`src/rtl/sipo_deserializer.sv`:
```
// sipo_deserializer: serial-in parallel-out word assembler with a held output word and sticky overrun.
// Optional even-parity bit after each word when DESER_PARITY_EN is defined.
module sipo_deserializer #(
  parameter int WIDTH     = 4,
  parameter int MSB_FIRST = 1
) (
  input  logic             clk,
  input  logic             reset,
  input  logic             s_valid,
  input  logic             s_bit,
  output logic             s_ready,
  output logic [WIDTH-1:0] d_out,
  output logic             out_valid,
  input  logic             out_ready,
  output logic             overrun
`ifdef DESER_PARITY_EN
  ,
  output logic             parity_err
`endif
);
  localparam int CW = $clog2(WIDTH);
  typedef enum logic [1:0] {
    IDLE,
    COLLECT,
`ifdef DESER_PARITY_EN
    PARITY,
`endif
    HOLD
  } state_t;
  state_t state_q, state_d;
  logic [CW-1:0] cnt_q, cnt_d;
  logic [WIDTH-1:0] sh_q, sh_d, sh_nx, dout_q, dout_d;
  logic ov_q, ov_d, accept, last;
`ifdef DESER_PARITY_EN
  logic perr_q, perr_d;
  assign parity_err = perr_q;
`endif
  assign s_ready   = (state_q != HOLD) || out_ready;
  assign accept    = s_valid && s_ready;
  assign last      = cnt_q == CW'(WIDTH - 1);
  assign sh_nx     = (MSB_FIRST != 0) ? {sh_q[WIDTH-2:0], s_bit} : {s_bit, sh_q[WIDTH-1:1]};
  assign out_valid = state_q == HOLD;
  assign d_out     = dout_q;
  assign overrun   = ov_q;
  // Next-state: shift on every accepted data bit, complete the word into d_out, drop bits while held
  always_comb begin
    state_d = state_q;
    cnt_d   = cnt_q;
    sh_d    = accept ? sh_nx : sh_q;
    dout_d  = dout_q;
    ov_d    = ov_q || (s_valid && !s_ready);
`ifdef DESER_PARITY_EN
    perr_d  = perr_q;
`endif
    case (state_q)
      IDLE: if (accept) begin
        state_d = COLLECT;
        cnt_d   = CW'(1);
      end
      COLLECT: if (accept) begin
        if (last) begin
          cnt_d   = '0;
`ifdef DESER_PARITY_EN
          state_d = PARITY;
`else
          state_d = HOLD;
          dout_d  = sh_nx;
`endif
        end else cnt_d = cnt_q + CW'(1);
      end
`ifdef DESER_PARITY_EN
      PARITY: if (accept) begin
        sh_d    = sh_q;
        state_d = HOLD;
        dout_d  = sh_q;
        perr_d  = ^{sh_q, s_bit};
      end
`endif
      HOLD: if (out_ready) begin
        state_d = accept ? COLLECT : IDLE;
        cnt_d   = accept ? CW'(1) : '0;
      end
      default: state_d = IDLE;
    endcase
  end
  // State and data registers, cleared immediately by the active-low reset
  always_ff @(posedge clk or negedge reset) begin
    if (!reset) begin
      state_q <= IDLE;
      cnt_q   <= '0;
      sh_q    <= '0;
      dout_q  <= '0;
      ov_q    <= 1'b0;
`ifdef DESER_PARITY_EN
      perr_q  <= 1'b0;
`endif
    end else begin
      state_q <= state_d;
      cnt_q   <= cnt_d;
      sh_q    <= sh_d;
      dout_q  <= dout_d;
      ov_q    <= ov_d;
`ifdef DESER_PARITY_EN
      perr_q  <= perr_d;
`endif
    end
  end
endmodule

```
`config.mk`:
```
export PLATFORM = sky130hd
export DESIGN_NAME = sipo_deserializer
export DESIGN_NICKNAME = d
export VERILOG_FILES = /design/src/rtl/sipo_deserializer.sv
export SDC_FILE = /design/constraint.sdc
export NUM_CORES = 1
export LEC_CHECK = 0
export CORE_AREA = 5 5 42 44
export DETAILED_ROUTE_END_ITERATION = 6
export DIE_AREA = 0 0 47 49
export PLACE_DENSITY = 0.73
export SYNTH_ARGS = -nofsm -noshare
export SYNTH_HDL_FRONTEND = slang
export SYNTH_SLANG_ARGS = --single-unit
```
`constraint.sdc`:
```
create_clock -name clk -period 2.1 [get_ports clk]
set_input_delay 0.42 -clock clk [delete_from_list [all_inputs] [get_ports clk]]
set_output_delay 0.42 -clock clk [all_outputs]
set_load 0.02 [all_outputs]
```
==> impl_metrics.tcl <==
set metrics [dict create \
    hold_buffers 0 \
    postLayoutCoreUtil_pct 56.88 \
    h-tree-depth 1 \
    area_share_of_the_leading_cell_type_in_the_synthesized_netlist_pct 48.39 \
    final_layout_size_suffix_gt1_share_pct 16.67 \
    die_h_um 49 \
    track_usage_pct 11.71 \
    clock_tree_from_tritoncts "built" \
    finalNonFillerCells 82 \
    number_of_hold_violations_in_the_final_report 0 \
    final_period_minus_worst_setup_slack_ns 1.964 \
    clkTransAtPathRegs_ns 0.07 \
    total_met2_wirelength_after_detailed_routing_um 478 \
    part_of_the_cycle_the_worst_path_needs_pct 93.50 \
    detail_route.vias_per_cell 5.171 \
    rsz_0062_raised_after_global_routing "no" \
    design.die.area_um2 2303 \
    numPlacedInstances 77 \
    seq_area_frac_synth_pct 48.39 \
    grt-ovfl-total 0 \
    pin_count_of_the_biggest_net_entering_global_routing 13 \
    met3_length_um 64 \
    dr.first_iter.drc_count 3 \
    dp_worst_setup_slack_ns 0.03305 \
    status "finished, final reports clean" \
    finalWorstSetupSlack_ns 0.1364 \
    post-layout-total-power_mw 0.9468 \
    worstPathMaxFanout 4 \
    path_cells "inv_1 -> ha_1 -> nor2b_4 -> inv_4 -> dlygate4sd2_1" \
    synthTopCellsByArea "dfrtp_1, mux2_1, ha_1" \
    tightest_hold_check_type "flop to flop" \
    synth_seq_cells 12 \
    vdd_ir_drop_max_uv 670.3 \
    power_leakage_nw 0.3799 \
    route.vias.total 424 \
    grt_antenna_before_repair 0 \
    placement.io_buffers 11 \
    synth_warnings 0 \
    top_layer_used_by_detailed_routing "met4" \
    routabilityCongestion 0.8640 \
    power_density_nw_per_um2 1188 \
    netlist_area_um2 620.6 \
    coreArea_um2 1401 \
    hold-worst-slack_ns 0.4782 \
    wirelength_mm 1.073 \
    crit_type "flop to output pin" \
    critPathCaptureType "output pin" \
    first_global_vias 445 \
    syn_area_per_cell_um2 12.67 \
    cts_root_buffer "clkbuf_4" \
    worst_pin_slew_ns 0.5016 \
    syn-instance-count 49 \
    grt_pass1_wl_mm 1.911 \
    worstSetupStartpointType "flop" \
    timing_max_transition_violations_final 0 \
    final_cell_mix "dfrtp_1, clkdlybuf4s50_1, mux2_1" \
    max_clock_freq_mhz 509.3 \
    wirelength_met1_um 498 \
    synth_top_cell_by_area "dfrtp_1" \
    critical_path_arrival_ns 1.54 \
    clock_sinks 12 \
    num-nets-final 79 \
    clock_skew_ns 0.007384 \
    areaGrowthSynthToFinish_pct 28.43 \
    dp.final_hpwl_um 824.9 \
    start_util_pct 44.29 \
    post-route-drc-count 0 \
    postLayoutCellArea_um2 797.0 \
    cts-root-to-sink-buffers 2 \
    routedWlPerCell_um 13.09 \
    synth.net_count 60 \
    antenna_left 0 \
    number_of_placed_i_o_pins 12 \
    rows 14 \
    worstPathRequired_ns 1.68 \
    setup-tns-final_ns 0 \
    timing.critical_path.slowest_stage_cell "dfrtp_1" \
    maxCapViolations 0 \
    worst_relative_slew_slack_pct 66.45 \
    antennaDiodeCount 0 \
    layout.cells.most_common "dfrtp_1" \
    setup_viol 0 \
    first_pass_iters 3 \
    yosysUniqueCellTypes 22 \
    worstSkewPairLatency_ns 0.27 \
    die_w_um 47 \
    post_dp_cell_area_um2 758.2 \
    cts_made_buffers 3 \
    crit_path_max_cell_delay_ns 0.41 \
]
-- final timing paths --
path / startpoint / cells past startpoint / slack, ns / end
setup / recovery: state_q[0] / 5 / 0.14 / s_ready
hold / removal: overrun / 1 / 0.48 / overrun
setup reg to reg: state_q[0] / 7 / 0.40 / sh_q[0]
hold reg to reg: overrun / 1 / 0.48 / overrun
max in group asynchronous: reset / 1 / 1.27 / overrun
min in group asynchronous: reset / 1 / 0.49 / sh_q[1]
-- what timing repair did --
item                                    in CTS  in global routing
gates resized for setup                      1                  1
endpoints found under the hold margin        0                  0
buffers inserted                             0                  2
endpoints found under the setup margin       1                  2
cloned                                       0                  0
-- power breakdown --
group          switching, mW  internal [mW]  total, mW
Combinational          0.231          0.221      0.452
Sequential            0.0493          0.311      0.361
Clock                 0.0676         0.0662      0.134
Total                  0.348          0.598      0.947
-- flip-flops by register name, indices dropped and copies added (netlist names) --
register	count
d_out	4
sh_q	3
cnt_q	2
state_q	2
overrun	1
-- per-layer routing --
layer / GRT usage [%] / vias to the layer above
li1: - / 210
met1: 14.48 / 199
met2: 16.52 / 11
met3: 3.690 / 4
met4: 8.295 / 0
met5: 0 / -
-- synthesized netlist by cell type --
| library cell | n |
|---|---|
| a21o_1 | 1 |
| a21oi_1 | 1 |
| a31oi_1 | 1 |
| dfrtp_1 | 12 |
| ha_1 | 6 |
| inv_1 | 2 |
| inv_4 | 1 |
| mux2_1 | 7 |
| mux2_4 | 1 |
| nand2_1 | 2 |
| nand2b_1 | 1 |
| nand3_1 | 1 |
| nand4_4 | 1 |
| nor2_1 | 3 |
| nor2b_4 | 1 |
| nor3_1 | 1 |
| o21ai_0 | 2 |
| o21ai_1 | 1 |
| o21ai_2 | 1 |
| o221ai_1 | 1 |
| o31ai_1 | 1 |
| o41ai_1 | 1 |
-- cell type report --
| cell class | instances | area [um2] |
|---|---|---|
| Timing Repair Buffer | 14 | 133.9 |
| Clock buffer | 3 | 22.52 |
| Sequential cell | 12 | 300.3 |
| Inverter | 3 | 13.76 |
| Tap cell | 16 | 20.02 |
| Fill cell | 133 | 604.3 |
| Multi-Input combinational cell | 34 | 306.5 |
-- worst max-delay path: cells and delay by family, from the launching register on --
kind / cells / cell delay [ns]
adder cells (fa/ha/maj): 1 / 0.19
buffers and inverters: 3 / 0.46
flip-flops: 1 / 0.41
AND/OR/NAND/NOR: 1 / 0.21
-- cell families after synthesis --
kind of cell,synth area share [%]
AOI/OAI and AO/OA,10.89
adders and majority gates,12.10
buffers and inverters,2.219
DFF,48.39
muxes,15.12
and+or+nand+nor,11.29
(Power assumes the default switching activity.)
